<file path="src/rtl/logic_gate_sweeper.sv">
// Purpose: drives a/b through 00,01,10,11 (LOOPS times) into a two-input gate block,
//          checks and/or/nor/nand/xor against the truth table and reports the results.
// Latency: start sampled at edge 0 -> done pulse in cycle 1+4*LOOPS*(SETTLE_CYCLES+1).
// Backpressure: none; start is only sampled in IDLE, starts while busy/done are dropped.
//
// Ports:
//   clk, rst           rising-edge clock, synchronous active-high reset
//   start              sweep request (sampled in IDLE only)
//   busy, done, pass   run status; done is a one-cycle pulse, pass valid from done
//   a, b               registered stimulus to the gate block
//   ow_and..ow_xor     gate block results
//   err_cnt            saturating count of CHECK cycles with any mismatch
//   err_gate           sticky per-gate fail mask {xor,nand,nor,or,and}
//   first_fail_ab      {a,b} of the first mismatching vector, qualified by first_fail_valid
module logic_gate_sweeper #(
  parameter int SETTLE_CYCLES = 2,
  parameter int LOOPS         = 1,
  parameter int CNT_W         = 8
) (
  input  logic             clk,
  input  logic             rst,
  input  logic             start,
  output logic             busy,
  output logic             done,
  output logic             pass,
  output logic             a,
  output logic             b,
  input  logic             ow_and,
  input  logic             ow_or,
  input  logic             ow_nor,
  input  logic             ow_nand,
  input  logic             ow_xor,
  output logic [CNT_W-1:0] err_cnt,
  output logic [4:0]       err_gate,
  output logic [1:0]       first_fail_ab,
  output logic             first_fail_valid
);

  localparam int SW = (SETTLE_CYCLES > 1) ? $clog2(SETTLE_CYCLES) : 1;
  localparam int LW = (LOOPS > 1) ? $clog2(LOOPS) : 1;

  typedef enum logic [1:0] {
    S_IDLE,
    S_SETTLE,
    S_CHECK,
    S_DONE
  } state_t;

  state_t        state;
  logic [1:0]    vec;
  logic [SW-1:0] cnt;
  logic [LW-1:0] loop;

  logic [4:0]    golden;
  logic [4:0]    observed;
  logic [4:0]    mism;
  logic          any_mism;
  logic          last_vec;
  logic          err_sat;

  // Expected results come from vec rather than the a/b flops, so a fault on the
  // stimulus path shows up as a mismatch instead of being masked.
  always_comb begin
    golden   = {vec[1] ^ vec[0], ~(vec[1] & vec[0]), ~(vec[1] | vec[0]),
                vec[1] | vec[0], vec[1] & vec[0]};
    observed = {ow_xor, ow_nand, ow_nor, ow_or, ow_and};
    mism     = golden ^ observed;
    any_mism = |mism;
    last_vec = (vec == 2'd3) && (loop == LW'(LOOPS - 1));
    err_sat  = (err_cnt == {CNT_W{1'b1}});
  end

  always_ff @(posedge clk) begin
    if (rst) begin
      state            <= S_IDLE;
      vec              <= 2'd0;
      cnt              <= '0;
      loop             <= '0;
      busy             <= 1'b0;
      done             <= 1'b0;
      pass             <= 1'b0;
      a                <= 1'b0;
      b                <= 1'b0;
      err_cnt          <= '0;
      err_gate         <= 5'd0;
      first_fail_ab    <= 2'd0;
      first_fail_valid <= 1'b0;
    end else begin
      case (state)
        S_IDLE: begin
          done <= 1'b0;
          a    <= 1'b0;
          b    <= 1'b0;
          if (start) begin
            err_cnt          <= '0;
            err_gate         <= 5'd0;
            first_fail_ab    <= 2'd0;
            first_fail_valid <= 1'b0;
            pass             <= 1'b0;
            vec              <= 2'd0;
            loop             <= '0;
            cnt              <= '0;
            busy             <= 1'b1;
            state            <= S_SETTLE;
          end
        end

        S_SETTLE: begin
          if (cnt == SW'(SETTLE_CYCLES - 1)) begin
            state <= S_CHECK;
          end else begin
            cnt <= cnt + SW'(1);
          end
        end

        S_CHECK: begin
          if (any_mism) begin
            if (!err_sat) begin
              err_cnt <= err_cnt + CNT_W'(1);
            end
            err_gate <= err_gate | mism;
            if (!first_fail_valid) begin
              first_fail_ab    <= vec;
              first_fail_valid <= 1'b1;
            end
          end
          if (last_vec) begin
            // pass folds in this final check, which err_cnt only reflects next cycle
            pass  <= (err_cnt == '0) && !any_mism;
            done  <= 1'b1;
            busy  <= 1'b0;
            a     <= 1'b0;
            b     <= 1'b0;
            state <= S_DONE;
          end else begin
            if (vec == 2'd3) begin
              loop <= loop + LW'(1);
            end
            vec      <= vec + 2'd1;
            {a, b}   <= vec + 2'd1;
            cnt      <= '0;
            state    <= S_SETTLE;
          end
        end

        S_DONE: begin
          done  <= 1'b0;
          state <= S_IDLE;
        end

        default: begin
          state <= S_IDLE;
        end
      endcase
    end
  end

endmodule

</file>
<file path="config.mk">
export PLATFORM = sky130hd
export DESIGN_NAME = logic_gate_sweeper
export DESIGN_NICKNAME = d
export VERILOG_FILES = /design/src/rtl/logic_gate_sweeper.sv
export SDC_FILE = /design/constraint.sdc
export NUM_CORES = 1
export LEC_CHECK = 0
export CORE_MARGIN = 3
export CORE_UTILIZATION = 50
export CTS_CLUSTER_DIAMETER = 150
export DETAILED_ROUTE_END_ITERATION = 6
export PLACE_DENSITY = 0.87
export SLEW_MARGIN = 20
export SYNTH_ARGS = -nofsm -noshare
export SYNTH_HDL_FRONTEND = slang
export SYNTH_SLANG_ARGS = --single-unit
</file>
<file path="constraint.sdc">
create_clock -name clk -period 2.3 [get_ports clk]
set_input_delay 0.46 -clock clk [delete_from_list [all_inputs] [get_ports clk]]
set_output_delay 0.46 -clock clk [all_outputs]
set_load 0.03 [all_outputs]
</file>
* Word level (Yosys, flattened, before mapping)
Index checks and enable logic that the tools add are counted.
Word-level totals: register bits 27, input bits 8, word-level logic and storage cells 94
Operators by class: add/sub/neg operators 4, equality and inequality tests 13, muxes and demuxes 37, bitwise operators 8, reduce and logical (&&, ||, !) cells 19
Operators by type and width (number):
- 2-to-1 mux 8 bit | 3
- inequality test 2 bit, second input constant | 8
- case mux 8 bit (2 select lines) | 1
- 2-to-1 mux 2 bit | 7
- case mux 1 bit (2 select lines) | 7
- 2-to-1 mux 1 bit | 12
- AND reduction 3 bit | 4
- AND reduction 4 bit | 3
- 2-to-1 mux 5 bit | 2
- case mux 5 bit (2 select lines) | 1
- adder 8 x 1 -> 8 bit, second input constant | 1
- equality test 8 bit, second input constant | 1
- zero test 8 bit | 1
- case mux 2 bit (2 select lines) | 2
- case mux 2 bit (4 select lines) | 1
- equality test 2 bit, second input constant | 3
- OR 5 bit | 1
- OR reduction 5 bit | 1
- bitwise XOR 5 bit | 1
- AND reduction 2 bit | 2
- nonzero test 2 bit | 2
- inverter 1 bit | 3
- case mux 1 bit (3 select lines) | 1
- nonzero test 3 bit | 1
- 10 further kinds | 12

* Logic depth before layout (Yosys ltp)
Gate-level depths: netlist of the first run.
depth in word-level cells 8, depth in mapped cells 8

* Worst setup path before layout of the first run
OpenSTA, ideal clock, no wires.
kind flip-flop to flip-flop, start point register vec[0], end point register err_cnt[3], arrival 1.831 ns, required time 2.183 ns, setup slack 0.352 ns, stages on the path, launching flop included 8, buffers on the path 0, period minus slack after synthesis 1.948 ns, cell sequence dfxtp_1 inv_1 ha_1 xor2_2 nor4_4 a31o_4 nor3_2 a32o_1
On the way: longest elaborated chain between the ends 6, elaborated cells between the ends (all ways) 9, classes of those cells 1 x eq/ne; 6 x bitwise; 2 x reduce/logical
Ends and longest elaborated chain:
- start: declaration | RTL line 50 | logic [1:0] vec;
- start signal: assignment | RTL line 139 | vec <= vec + 2'd1;
- OR 1 bit / bitwise AND 1 bit (equally long branches) | RTL line 64, 65
- inverter 1 bit | RTL line 64 | golden = {vec[1] ^ vec[0], ~(vec[1] & vec[0]), ~(vec[1] | vec[0]),
- bitwise XOR 5 bit (*) | RTL line 67 | mism = golden ^ observed;
- OR reduction 5 bit (*) | RTL line 68 | any_mism = |mism;
- inequality test 2 bit (no source line) (*)
- AND reduction 4 bit (no source line) (*)
- end signal: assignment | RTL line 119 | err_cnt <= err_cnt + CNT_W'(1);
- end: declaration | RTL line 33 | output logic [CNT_W-1:0] err_cnt,
Every way passes the cells marked *; elsewhere a longest branch is shown, timed or not. A chain may end at the register's enable or synchronous reset.

* Worst setup path in the final report of the first run
start point register vec[0], end point register err_cnt[4]
The elaborated chain is that of the path after synthesis.

==> qor.yml, run 1 <==
maxSlewHeadroom_pct: 63.8
ys_types: 41
synth_top_family_by_area: "simple AND/OR/NAND/NOR gates"
r2r_start: "vec[0]"
post_cts_buffers: 0
status: "finished, final reports clean"
yosysWarnings: 0
rows: 18
vias: 1301
fp.coreArea_mm2: 0.00259
cts_hold_buffers: 0
period_minus_slack_ps: 2150
yosysMostFrequentCell: "nor2_1"
grt_usage_pct: 19.6
rsz0062_at_grt: "false"
synth-compound-area-share_pct: 17.8
clk_latency_ps: 310
synthArstFlopShare_pct: 0
setup_viol: 0
crit_path_end_kind: "flip-flop"
gp_congestion: 0.844
synth-xor-area-share_pct: 3.59
holdCritPathClass: "reg2reg"
max_freq_mhz: 464
hold_viol_final: 0
diodes: 0
ios: 29
die_h_um: 59.5
clk_pin_slew_ps: 140
avgRoutedWirePerCell_um: 14.0
slew_viol_final: 0
post-dp-hpwl_um: 2420
cts_buffers: 3
drt-pass1-iter-count: 4
synth_top_area_share_pct: 37.8
syn_inst: 167
initialDrtViolationCount: 25
min_to: "first_fail_ab[1]"
routed_wl_um: 3190
post-place-ws_ps: 121
die-area_mm2: 0.00354
tightest_slew_ps: 533
numClockSinks: 27
fin_worst_skew_ps: 0.772
ys_ff_latch: 27
ir_drop_mv: 0.655
arrival_ps: 2370
avgSynthCellArea_um2: 8.56
rrSetupSlack_ps: 150
synthAdderAreaFrac_pct: 8.75
r2r_end: "err_cnt[4]"
path_class: "reg2reg"
period_share_pct: 93.6
antenna_found_initial: 0
synth_area_leader_cell: "dfxtp_1"
timing.final.ws_setup_ps: 146
crit_required_ps: 2520
grt_pass1_wl_um: 5450
post_cts_resized: 0
vias_per_cell: 5.73
initial_core_util_pct: 55.2
drc_errors: 0
worst-path-max-fanout: 6
p_leak_uw: 0.000653
syn_area_mm2: 0.00143
grt.overflow.total: 0
finalSetupTns_ps: 0
synth_edf_count: 0
synth.top_cells.by_area: "dfxtp_1, ha_1, nor2_1, a21oi_1, inv_1"
stdcell_count: 227
yosys-top-cells-count: "nor2_1, dfxtp_1, inv_1, a21oi_1"
start_kind: "flip-flop"
hp-start: "first_fail_ab[1]"
worstSetupStartpoint: "vec[0]"
drv_cap: 0
syn_to_final_growth_pct: 24.2
r2r_cells: 7
nNetsFinal: 216
ctsLongestPathBuffers: 2
die_w_um: 59.5
dpl.cell_count: 223
synth_flop_cell: "dfxtp_1"
holdWs_ps: 480
drtAntennaViolNets: 0
whs_path_depth: 2
synth-seq-area-share_pct: 37.8
grt_start_max_net_pins: 21
synthMuxAreaShare_pct: 3.76
syn_nets: 185
htreeDepth: 1
cts_tree: "done"
synthSimpleGateAreaFrac_pct: 23.7
cts_root_buf: "clkbuf_4"
grt_pass1_vias: 1288
io_buffers: 28
p_per_area_mw_per_mm2: 792
layout-drive-gt1-share_pct: 7.61
-- worst max path at each step --
stage                 end  slack, ps
6_report       err_cnt[4]        150
5_1_grt        err_cnt[4]         30
4_1_cts        err_cnt[4]        150
3_5_place_dp   err_cnt[3]        120
3_3_place_gp   err_cnt[3]        190
2_1_floorplan  err_cnt[3]        350
-- per-stage QoR --
step	total power [µW]	instance area, µm²	util [%]
2_1_floorplan	1020	1430	-
4_1_cts	1410	1780	68.6
5_1_grt	1490	1780	68.6
3_5_place_dp	1210	1750	67.6
6_report	1410	1780	68.6
3_3_place_gp	1180	1750	67.6
-- per-layer routing --
layer  up-vias  share of wire [%]  global-route usage (%)
met5         -                  0                       0
met4         0                1.3                    6.80
met3         6                4.3                    2.61
met2        34                 50                    35.6
met1       612                 45                    23.3
li1        649                  -                       -
-- placed cells by master (no fill, tap or decap), drive strengths merged --
cell type      instances
clkdlybuf4s50         28
a22oi                  3
a32o                   3
nand4b                 1
nor2                  28
ha                    10
nand2                 10
nor3b                  1
buf                    3
nor2b                  1
a21oi                 11
dfxtp                 27
or2                    3
o211ai                 1
a211oi                 2
nand3                  6
nand4                  3
a31o                   1
clkbuf                 4
o22ai                  1
o311ai                 1
mux2i                  5
and4                   3
and3                   1
nor3                   6
o21ai                 10
inv                   12
xnor2                  3
a31oi                  3
nor4                   2
a32oi                  1
or4b                   1
xor2                   2
-- power breakdown --
part	leakage, µW	switching (µW)	internal, µW
Sequential	0.000219	43.7	523
Combinational	0.000419	391	251
Clock	0.0000150	130	67.7
Total	0.000653	565	842
-- layout make-up --
class | count | area (µm²)
Tap cell | 30 | 37.5
Clock buffer | 4 | 26.3
Sequential cell | 27 | 541
Multi-Input combinational cell | 123 | 825
Inverter | 12 | 45.0
Fill cell | 196 | 813
Timing Repair Buffer | 31 | 303
-- worst max-delay path, stage by stage (launching register included) --
cell,delay (ps)
dfxtp_1,460
inv_1,90
ha_1,360
xor2_2,210
nor4_4,390
a31o_4,250
nor3_2,60
a32o_1,230
-- sequential cells by signal (all words and copies together) (netlist names) --
| register | flops |
|---|---|
| pass | 1 |
| busy | 1 |
| vec | 2 |
| a | 1 |
| cnt | 1 |
| done | 1 |
| err_cnt | 8 |
| first_fail_ab | 2 |
| first_fail_valid | 1 |
| err_gate | 5 |
| loop | 1 |
| b | 1 |
| state | 2 |
-- kinds of logic after synthesis --
logic type	after synthesis
xor+xnor	5
compound gates	37
fa+ha+maj	10
simple gates	66
flops	27
mux	5
buf+inv	17
No activity file was read; power rests on OpenSTA's default activity.
==> run 2: changes to the inputs <==
--- a/config.mk
+++ b/config.mk
@@ -5,7 +5,6 @@
 export SDC_FILE = /design/constraint.sdc
 export NUM_CORES = 1
 export LEC_CHECK = 0
-export CORE_MARGIN = 3
 export CORE_UTILIZATION = 50
 export CTS_CLUSTER_DIAMETER = 150
 export DETAILED_ROUTE_END_ITERATION = 6
==> run 2 against run 1 <==
Die area fell by 13%; design area rose by 0.14%; final cell count rose by 0.44%; fmax fell by 0.67%; clock power rose by 5%; non-clock buffer count did not move; global-route usage rose by 2.9 points; count of clock-buffer cells in the layout fell by 1; critical endpoint is now err_cnt[3]; sequential power barely moved; register-to-register slack barely moved; clock skew rose by 4.6 ps; largest power group unchanged.
==> qor.yml, run 2 (synthesis gave the netlist of run 1 again) <==
die_h_um: 55.5  # was 59.5 µm
clk_latency_ps: 320  # was 310 ps
period_minus_slack_ps: 2170  # was 2150 ps
initial_core_util_pct: 52.3  # was 55.2%
cts_root_buf: "clkbuf_4"  # unchanged
routed_wl_um: 3310  # was 3190 µm
worst-path-max-fanout: 6  # unchanged
p_per_area_mw_per_mm2: 796  # was 792 mW/mm²
avgRoutedWirePerCell_um: 14.5  # was 14.0 µm
status: "finished, final reports clean"  # unchanged
r2r_start: "vec[0]"  # unchanged
layout-drive-gt1-share_pct: 8.12  # was 7.61%
diodes: 0  # unchanged
finalSetupTns_ps: 0  # unchanged
wl_met1_um: 1420  # unchanged
die-area_mm2: 0.00308  # was 0.00354 mm²
antenna_found_initial: 0  # unchanged
grt_usage_pct: 22.5  # was 19.6%
ir_drop_mv: 0.530  # was 0.655 mV
post_cts_resized: 0  # unchanged
grt.overflow.total: 0  # unchanged
cts_hold_buffers: 0  # unchanged
wl_met2_um: 1710  # was 1590 µm
fin_worst_skew_ps: 5.37  # was 0.772 ps
path_class: "reg2reg"  # unchanged
worstSetupStartpoint: "vec[0]"  # unchanged
hold_viol_final: 0  # unchanged
rows: 19  # was 18
post_cts_buffers: 0  # unchanged
fp.coreArea_mm2: 0.00273  # was 0.00259 mm²
dpl.cell_count: 224  # was 223
crit_end: "err_cnt[3]"  # was err_cnt[4]
initialDrtViolationCount: 33  # was 25
drtAntennaViolNets: 0  # unchanged
maxSlewHeadroom_pct: 66.4  # was 63.8%
rrSetupSlack_ps: 130  # was 150 ps
tightest_slew_ps: 494  # was 533 ps
max_freq_mhz: 461  # was 464 MHz
nFillCells: 237  # was 196
cp_slowest_cell: "dfxtp_1"  # unchanged
top_regs: "err_cnt (8), err_gate (5)"  # unchanged
routed.top_layer: "met4"  # unchanged
gp_congestion: 0.842  # was 0.844
wl_met3_um: 148  # was 136 µm
crit_required_ps: 2530  # was 2520 ps
largest_reg_flops: 8  # unchanged
syn_to_final_growth_pct: 24.4  # was 24.2%
stdcell_count: 228  # was 227
numClockSinks: 27  # unchanged
ios: 29  # unchanged
slowest_delay_ps: 460  # about the same
rsz0062_at_grt: "false"  # unchanged
htreeDepth: 1  # unchanged
multi_input_area_um2: 825  # unchanged
ctsLongestPathBuffers: 2  # unchanged
period_share_pct: 94.3  # was 93.6%
start_kind: "flip-flop"  # unchanged
cts_buffers: 3  # unchanged
regArea_um2: 541  # unchanged
crit_path_end_kind: "flip-flop"  # unchanged
grt_start_max_net_pins: 16  # was 21
vias: 1313  # was 1301
layout_common_cells: "nor2_1, clkdlybuf4s50_1, dfxtp_1, inv_1, a21oi_1"  # unchanged
grt_pass1_wl_um: 5660  # was 5450 µm
drt-pass1-iter-count: 4  # unchanged
clk_pin_slew_ps: 150  # was 140 ps
vias_per_cell: 5.76  # was 5.73
p_leak_uw: 0.000656  # was 0.000653 µW
drv_cap: 0  # unchanged
largest-register: "err_cnt"  # unchanged
cts_tree: "done"  # unchanged
die_w_um: 55.5  # was 59.5 µm
r2r_cells: 7  # unchanged
drc_errors: 0  # unchanged
post-dp-hpwl_um: 2520  # was 2420 µm
slew_viol_final: 0  # unchanged
grt_pass1_vias: 1343  # was 1288
io_buffers: 28  # unchanged
nNetsFinal: 216  # unchanged
r2r_end: "err_cnt[3]"  # was err_cnt[4]
setup_viol: 0  # unchanged
arrival_ps: 2400  # was 2370 ps
cp_cell_sequence: "inv_1 -> ha_1 -> xor2_2 -> nor4_4 -> a31o_4 -> nor3_2 -> a32o_1"  # unchanged
holdCritPathClass: "reg2reg"  # unchanged
==> run 2: layout make-up <==
class                      instances  share of cell area, %
multi-input combinational        123                   46.3
sequential                        27                   30.4
timing repair buffer              31                   17.0
inverter                          12                   2.53
tap                               31                   2.18
clock buffer                       3                   1.27
clock inverter                     1                  0.281
==> run 2: power by group <==
part / switching, µW / leakage (µW) / internal (µW)
Clock: 140 / 0.0000177 / 65.2
Sequential: 44.2 / 0.000219 / 523
Combinational: 393 / 0.000419 / 251
==> run 2: metrics by stage <==
stage	worst slack (ps)	cell area [µm²]	hold WS, ps	utilization, %	power [µW]
final	132	1780	468	65.1	1420
after global routing	31.9	1780	504	65.1	1500
after global placement	182	1750	446	64.1	1180
after detailed placement	102	1750	454	64.1	1210
after floorplan	352	1430	460	-	1020
after CTS	126	1780	470	65.1	1420
==> run 2: metal layers <==
layer,up-vias,global-route usage [%]
li1,648,-
met1,621,26.9
met2,40,40.3
met3,4,2.81
met4,0,9.64
met5,-,0
==> run 2: worst max-delay path: cells and delay by family, from the launching register on <==
family | cells | cell delay (ps)
DFF | 1 | 460
buffers and inverters | 1 | 90
xor gates and xnor gates | 1 | 220
adders and majority gates | 1 | 370
AOI/OAI and AO/OA | 2 | 490
and+or+nand+nor | 2 | 450
==> run 2: how the worst min path moves through the flow <==
stage	from	endpoint	depth (start not counted)	slack, ps
after floorplan	cnt	cnt	2	460
after global placement	first_fail_ab[0]	first_fail_ab[0]	2	450
after detailed placement	first_fail_ab[0]	first_fail_ab[0]	2	450
after CTS	first_fail_ab[0]	first_fail_ab[0]	2	470
after global routing	first_fail_ab[0]	first_fail_ab[0]	2	500
final	first_fail_ab[0]	first_fail_ab[0]	2	470
